### src/rtl/bm_param_multiply_pipe_if.sv
// Beat and result bus of the parametrised multiply pipeline.
// The source side (master) offers operand beats and accepts results; the pipeline is the slave.
interface bm_param_multiply_pipe_if #(
    parameter int WA    = 8,
    parameter int WB    = 8,
    parameter int GUARD = 4
);
    localparam int R = WA + WB + GUARD;

    logic          in_valid;
    logic          in_ready;
    logic [1:0]    in_op;
    logic [WA-1:0] a_in;
    logic [WB-1:0] b_in;
    logic          out_valid;
    logic          out_ready;
    logic [R-1:0]  out_data;
    logic [R-1:0]  acc_value;

    modport master (
        output in_valid, in_op, a_in, b_in, out_ready,
        input  in_ready, out_valid, out_data, acc_value
    );

    modport slave (
        input  in_valid, in_op, a_in, b_in, out_ready,
        output in_ready, out_valid, out_data, acc_value
    );
endinterface

### src/rtl/bm_param_multiply_pipe.sv
// Pipelined A*B datapath with MUL / ACC / LOAD / LOGIC opcodes, configurable depth
// and a single global stall driven by the output handshake.
module bm_param_multiply_pipe #(
    parameter int WA        = 8,
    parameter int WB        = 8,
    parameter int STAGES    = 3,
    parameter int GUARD     = 4,
    parameter bit LOGIC_AND = 1'b1
) (
    input logic                  clock,
    input logic                  reset,
    bm_param_multiply_pipe_if.slave bus
);
    localparam int WP = WA + WB;
    localparam int R  = WP + GUARD;

    typedef enum logic [1:0] {
        OP_MUL   = 2'b00,
        OP_ACC   = 2'b01,
        OP_LOAD  = 2'b10,
        OP_LOGIC = 2'b11
    } op_e;

    logic          en;
    logic [WA-1:0] b_ext;
    logic [WP-1:0] entry_prod;
    logic [WA-1:0] entry_logic;

    logic          last_valid;
    op_e           last_op;
    logic [WP-1:0] last_prod;
    logic [WA-1:0] last_logic;

    logic          out_valid_q;
    logic [R-1:0]  out_data_q;
    logic [R-1:0]  acc_q;
    logic [R-1:0]  prod_ext;
    logic [R-1:0]  acc_sum;

    // Handshake: a beat transfers on in_valid & in_ready, a result on out_valid & out_ready.
    // The whole pipe moves together whenever the output register is empty or being drained.
    assign en           = !out_valid_q || bus.out_ready;
    assign bus.in_ready = en;

    assign b_ext       = WA'(bus.b_in);
    assign entry_prod  = WP'(bus.a_in) * WP'(bus.b_in);
    assign entry_logic = LOGIC_AND ? (bus.a_in & b_ext) : (bus.a_in | b_ext);

    generate
        if (STAGES == 1) begin : g_direct
            assign last_valid = bus.in_valid;
            assign last_op    = op_e'(bus.in_op);
            assign last_prod  = entry_prod;
            assign last_logic = entry_logic;
        end else begin : g_pipe
            logic [STAGES-2:0] s_valid;
            op_e               s_op    [STAGES-1];
            logic [WP-1:0]     s_prod  [STAGES-1];
            logic [WA-1:0]     s_logic [STAGES-1];

            always_ff @(posedge clock) begin
                if (reset) begin
                    s_valid <= '0;
                end else if (en) begin
                    s_valid[0] <= bus.in_valid;
                    for (int i = 1; i < STAGES - 1; i++) begin
                        s_valid[i] <= s_valid[i-1];
                    end
                end
            end

            // Payload needs no reset: it is only ever consumed behind a valid bit.
            always_ff @(posedge clock) begin
                if (en) begin
                    s_op[0]    <= op_e'(bus.in_op);
                    s_prod[0]  <= entry_prod;
                    s_logic[0] <= entry_logic;
                    for (int i = 1; i < STAGES - 1; i++) begin
                        s_op[i]    <= s_op[i-1];
                        s_prod[i]  <= s_prod[i-1];
                        s_logic[i] <= s_logic[i-1];
                    end
                end
            end

            assign last_valid = s_valid[STAGES-2];
            assign last_op    = s_op[STAGES-2];
            assign last_prod  = s_prod[STAGES-2];
            assign last_logic = s_logic[STAGES-2];
        end
    endgenerate

    assign prod_ext = R'(last_prod);
    assign acc_sum  = acc_q + prod_ext;

    // The accumulator is read and written in the same stage, so back-to-back ACC beats chain.
    always_ff @(posedge clock) begin
        if (reset) begin
            out_valid_q <= 1'b0;
            out_data_q  <= '0;
            acc_q       <= '0;
        end else if (en) begin
            out_valid_q <= last_valid;
            if (last_valid) begin
                case (last_op)
                    OP_MUL: out_data_q <= prod_ext;
                    OP_ACC: begin
                        acc_q      <= acc_sum;
                        out_data_q <= acc_sum;
                    end
                    OP_LOAD: begin
                        acc_q      <= prod_ext;
                        out_data_q <= prod_ext;
                    end
                    default: out_data_q <= R'(last_logic);
                endcase
            end
        end
    end

    assign bus.out_valid = out_valid_q;
    assign bus.out_data  = out_data_q;
    assign bus.acc_value = acc_q;
endmodule
### src/flat_wrapper.sv
// flat-port wrapper written by rule: the top's interface ports become plain ports
module bm_param_multiply_pipe_flat 
#(
    parameter int WA        = 8,
    parameter int WB        = 8,
    parameter int STAGES    = 3,
    parameter int GUARD     = 4,
    parameter bit LOGIC_AND = 1'b1
)
  (clock, reset, bus_in_valid, bus_in_op, bus_a_in, bus_b_in, bus_out_ready, bus_in_ready, bus_out_valid, bus_out_data, bus_acc_value);
  bm_param_multiply_pipe_if #(.WA(WA), .WB(WB), .GUARD(GUARD)) bus_i ();
  input logic clock;
  input logic reset;
  input wire logic [$bits(bus_i.in_valid)-1:0] bus_in_valid;
  input wire logic [$bits(bus_i.in_op)-1:0] bus_in_op;
  input wire logic [$bits(bus_i.a_in)-1:0] bus_a_in;
  input wire logic [$bits(bus_i.b_in)-1:0] bus_b_in;
  input wire logic [$bits(bus_i.out_ready)-1:0] bus_out_ready;
  output wire logic [$bits(bus_i.in_ready)-1:0] bus_in_ready;
  output wire logic [$bits(bus_i.out_valid)-1:0] bus_out_valid;
  output wire logic [$bits(bus_i.out_data)-1:0] bus_out_data;
  output wire logic [$bits(bus_i.acc_value)-1:0] bus_acc_value;
  assign bus_i.in_valid = bus_in_valid;
  assign bus_i.in_op = bus_in_op;
  assign bus_i.a_in = bus_a_in;
  assign bus_i.b_in = bus_b_in;
  assign bus_i.out_ready = bus_out_ready;
  assign bus_in_ready = bus_i.in_ready;
  assign bus_out_valid = bus_i.out_valid;
  assign bus_out_data = bus_i.out_data;
  assign bus_acc_value = bus_i.acc_value;
  bm_param_multiply_pipe #(.WA(WA), .WB(WB), .STAGES(STAGES), .GUARD(GUARD), .LOGIC_AND(LOGIC_AND)) u_core (.clock(clock), .reset(reset), .bus(bus_i));
endmodule
### config.mk
export PLATFORM = sky130hd
export DESIGN_NAME = bm_param_multiply_pipe_flat
export DESIGN_NICKNAME = d
export VERILOG_FILES = /design/src/rtl/bm_param_multiply_pipe_if.sv /design/src/rtl/bm_param_multiply_pipe.sv /design/src/flat_wrapper.sv
export SDC_FILE = /design/constraint.sdc
export NUM_CORES = 1
export LEC_CHECK = 0
export BUFFER_PORTS_ARGS = -buffer_cell sky130_fd_sc_hd__buf_2
export CORE_UTILIZATION = 40
export CTS_CLUSTER_DIAMETER = 40
export CTS_CLUSTER_SIZE = 25
export DETAILED_ROUTE_END_ITERATION = 12
export GPL_TIMING_DRIVEN = 0
export PLACE_DENSITY_LB_ADDON = 0.05
export SLEW_MARGIN = 20
export SYNTH_ARGS = -nofsm -noshare
export SYNTH_HDL_FRONTEND = slang
export SYNTH_SLANG_ARGS = --single-unit
### constraint.sdc
create_clock -name clock -period 5.8 [get_ports clock]
set_input_delay 1.74 -clock clock [delete_from_list [all_inputs] [get_ports clock]]
set_output_delay 1.74 -clock clock [all_outputs]
set_load 0.05 [all_outputs]
# Yosys cells after proc, flatten, opt, wreduce, memory -nomap -nowiden
# Memories as Yosys holds them, arrays and structs flattened.
# Index checks and enable logic that the tools add are counted.
[totals]
inputBits = 22
wordCells = 23
memories = 3
mem_bits_ro = 0
latchBits = 0
ramBits = 52
ff_bits = 43
[memory_table]
columns = ["memory", "depth", "word_bits", "rd", "rd_ports_with_merged_regs", "write_ports", "line_no", "rtl"]
rows = [
  ["u_core.g_pipe.s_prod", 2, 16, 2, 0, 2, "bm_param_multiply_pipe.sv:58", "logic [WP-1:0] s_prod [STAGES-1];"],
  ["u_core.g_pipe.s_logic", 2, 8, 2, 0, 2, "bm_param_multiply_pipe.sv:59", "logic [WA-1:0] s_logic [STAGES-1];"],
  ["u_core.g_pipe.s_op", 2, 2, 2, 0, 2, "bm_param_multiply_pipe.sv:57", "op_e s_op [STAGES-1];"],
]
[classes]
shift = 0
mul = 1
order_cmp = 0
add_sub_neg = 1
n_reduce_logical = 7
n_eq_ne = 2
div = 0
bitwise_logic = 1
muxes = 4
[op_table]
columns = ["op", "count"]
rows = [
  ["one-hot mux 20 bit (2 select lines)", 2],
  ["adder 20 x 16 -> 20 bit", 1],
  ["multiplier 8 x 8 -> 16 bit", 1],
  ["AND 8 bit", 1],
  ["AND reduction 3 bit", 1],
  ["equality test 2 x 1 -> 1 bit, second input constant", 1],
  ["equality test 2 bit, second input constant", 1],
  ["zero test 2 bit", 1],
  ["2-to-1 mux 1 bit", 2],
  ["AND reduction 2 bit", 1],
  ["nonzero test 2 bit", 1],
  ["OR reduction 2 bit", 1],
  ["zero test 1 bit", 1],
  ["logical OR 1 bit", 1],
]

# Logic depth before layout (Yosys ltp)
[depth]
depth_word = 4
depth_mapped = 17
depth_no_buf = 17

# Worst setup path after synthesis
# Ideal clock, no wire load.
[synth_path]
kind = "input to register"
startpoint = "in bus_a_in[1]"
endpoint = "mem u_core.g_pipe.s_prod[0][15] (netlist name) (data pin)"
t_arrival_ns = 5.461
path_buffers = 0
slack_ns = 0.079
t_required_ns = 5.540
path_stages = 15
setup_ns = 0.260
path_cell_list = "and2_1 fa_1 fa_1 inv_1 fa_1 fa_1 inv_1 ha_1 o21a_1 o31a_1 o211ai_1 a21oi_1 a2111oi_2 a21oi_1 xnor2_1"
[synth_rtl]
columns = ["item", "line_no", "rtl"]
rows = [
  ["start: declaration", "flat_wrapper.sv:16", "input wire logic [$bits(bus_i.a_in)-1:0] bus_a_in;"],
  ["end: declaration", "bm_param_multiply_pipe.sv:58", ""],
]

==> out/qor.txt <==
most common library cells after synthesis -> ha_1 (55), inv_1 (53), nor2_1 (53), and2_1 (52), edfxtp_1 (50)
site row count -> 46
reg2reg path depth -> 8
Rel. slew slack -> 0.412
Avg Vias per Cell -> 5.19
Mapped Cells -> 644
Critical Path Max Stage Delay -> 0.56 ns
syn avg cell area -> 10.0 um2
Clk pin slew, worst setup/hold paths -> 0.07 ns
Core Area -> 0.0158 mm2
Final Cycle Share -> 0.969
gr usage total -> 0.195
worst hold slack -> 0.421 ns
synth warn -> 0
HP Class -> flip-flop to flip-flop
WS Path Type -> input port to flip-flop
top post-synthesis cells by area -> edfxtp_1 (23%), dfxtp_1 (13%), fa_1 (11%)
VDD IR max -> 0.125 mV
Final Setup Violations -> 0
dominant cell type by area after synthesis -> edfxtp_1
count leader, synth -> ha_1
drt wl/cell -> 16.5 um
largest net degree at the start of global routing -> 56
clock latency on the worst-skew pair -> 0.34 ns
Placed Area -> 0.00705 mm2
CP cell instances -> clkbuf_4 > nand2_1 > fa_1 > fa_1 > inv_1 > fa_1 > inv_1 > fa_1 > inv_1 > ha_1 > o21a_1 > o31a_1 > o211ai_1 > a21oi_2 > a2111oi_4 > a21oi_2 > xnor2_1
drc violations -> 0
PD cells -> 342 mW/mm2
Die W -> 129 um
DP HPWL -> 11800 um
initial antenna violation count -> 0
Die Y -> 129 um
CTS tree -> built
slowest CP cell -> fa_1
num ports -> 64
Inserted Clock Buffers -> 9
total wire length -> 15500 um
final hold violations -> 0
switching power -> 0.913 mW
Initial Utilization -> 0.409
Worst Tran Pin Value -> 0.882 ns
Yosys cell types -> 62
Max-cap violations -> 0
P_int -> 1.62 mW
Primary FF master, synth -> edfxtp_1
gr ovfl total -> 0
1st-pass router iterations -> 5
Antenna Nets Post-Route -> 0
Synth async-reset ratio -> 0
Hold Crit Depth -> 0
Final nets -> 833
Setup Skew -> 0.00784 ns
synthesized flop and latch total -> 93
Clock Path Buffers -> 2
vias in the first global route -> 4808
Post-synth EDFFs -> 50
Peak Freq -> 0.178 GHz
global-route wire length before repair -> 24800 um
arrival time worst endpoint -> 5.71 ns
status -> finished, final reports clean
Area Growth Syn to Fin -> 14.5%
CTS H-tree lvls -> 3
Flop pwr share -> 0.365
crit start category -> input port
critical-path maximum fanout -> 8
Critical Path RT -> 5.89 ns
CP bufs+invs -> 4
# diodes -> 0
Crit. End Element -> flip-flop
LEAKAGE -> 3.29 nW
critical path's top delay family -> adder cells
Mapped Area -> 0.00647 mm2
top cell type's share of synthesized area -> 0.232
RSZ-0062 raised after global routing -> yes
Sw Share -> 0.361
Comb pwr share -> 0.390
Crit. path cell count -> 17
Syn Nets -> 758
clk sink count -> 93
Slew Limit Fails -> 0
1st-iter DRT viols -> 370
sequential area share after synthesis -> 0.365
setup_tns -> 0 ns
via count -> 4876
clock share of power -> 0.245
fraction of final layout cells sized beyond drive strength 1 -> 0.142
area of the die -> 0.0167 mm2
Finished Cell Area -> 0.00741 mm2
RD Place Congestion -> 0.873
fin crit period -> 5.62 ns
I/O Buffers -> 63
final core occ -> 0.468
Root Buffer -> clkbuf_16
cell mode on critical path -> fa_1
fillcell total -> 1545
## layout by cell type (no fill, tap or decap), drive strengths merged, types with 3 or more instances in the layout
cell / n
a211oi: 13
a21o: 8
a21oi: 40
a221oi: 8
a22o: 3
a22oi: 3
a311o: 3
a311oi: 3
a31o: 4
a31oi: 6
and2: 53
and3: 7
buf: 68
clkbuf: 32
dfxtp: 43
edfxtp: 50
fa: 37
ha: 55
inv: 57
mux2i: 12
nand2: 45
nand2b: 5
nand3: 5
nand3b: 3
nand4: 4
nor2: 53
nor2b: 10
nor3: 14
o211ai: 8
o21a: 6
o21ai: 14
xnor2: 23
xor2: 3
## what timing repair did
item,in CTS,in global routing
gates cloned,0,0
resized for setup,1,5
setup buffers,0,1
pin swaps,0,3
endpoints found under the setup margin,1,2
hold buffers,0,0
## path summary, 6_finish.rpt
path	endpoint	slack [ns]	start
hold / removal	u_core.g_pipe.s_prod[0][22]	0.42	u_core.g_pipe.s_prod[0][6]
hold reg to reg	u_core.g_pipe.s_prod[0][22]	0.42	u_core.g_pipe.s_prod[0][6]
setup reg to reg	u_core.bus.out_data[4]	2.40	u_core.bus.out_valid
setup / recovery	u_core.g_pipe.s_prod[0][15]	0.18	bus_a_in[2]
## stage by stage
stage	worst slack [ns]	power (mW)	instances
after detailed placement	-0.377	1.90	923
final	0.177	2.53	940
after floorplan	0.0786	1.68	644
after global placement	-0.362	1.89	923
after CTS	0.0630	2.54	939
after global routing	-0.0317	2.72	940
## cell type report
cell class / instances / area, um2 / area share
Inverter: 54 / 204 / 0.0275
Timing Repair Buffer: 64 / 328 / 0.0443
Sequential cell: 93 / 2360 / 0.319
Tap cell: 216 / 270 / 0.0365
Buffer: 26 / 105 / 0.0142
Clock buffer: 10 / 239 / 0.0323
Multi-Input combinational cell: 471 / 3820 / 0.516
Clock inverter: 6 / 75.1 / 0.0101
## cell families after synthesis
| family | Yosys count | synth area share |
|---|---|---|
| simple gates | 208 | 0.162 |
| xor+xnor | 26 | 0.0352 |
| mux | 12 | 0.0186 |
| flops | 93 | 0.365 |
| fa+ha+maj | 92 | 0.221 |
| compound gates | 133 | 0.150 |
| buf+inv | 80 | 0.0476 |
## flip-flops by register name, summed over array words and instances (netlist names)
register,flops
u_core.g_pipe.s_prod,30
u_core.bus.acc_value,20
u_core.bus.out_data,20
u_core.g_pipe.s_logic,16
u_core.g_pipe.s_op,4
u_core.g_pipe.s_valid,2
u_core.bus.out_valid,1
## power groups by stage
stage / registers [mW] / logic [mW] / clock network [mW]
floorplan: 0.952 / 0.731 / 0
global placement: 0.935 / 0.953 / 0
detailed placement: 0.938 / 0.965 / 0
CTS: 0.923 / 0.978 / 0.638
global route: 0.936 / 1.12 / 0.665
finish: 0.924 / 0.986 / 0.620
## routing by layer
metal  up-vias  part of all wire  GRT usage
li1       2409                 -          -
met4         0             0.018     0.0651
met5         -                 0          0
met1      2331              0.45      0.246
met3        17             0.037     0.0223
met2       119              0.49      0.346
Note: power is estimated with default switching activity, not from simulation.
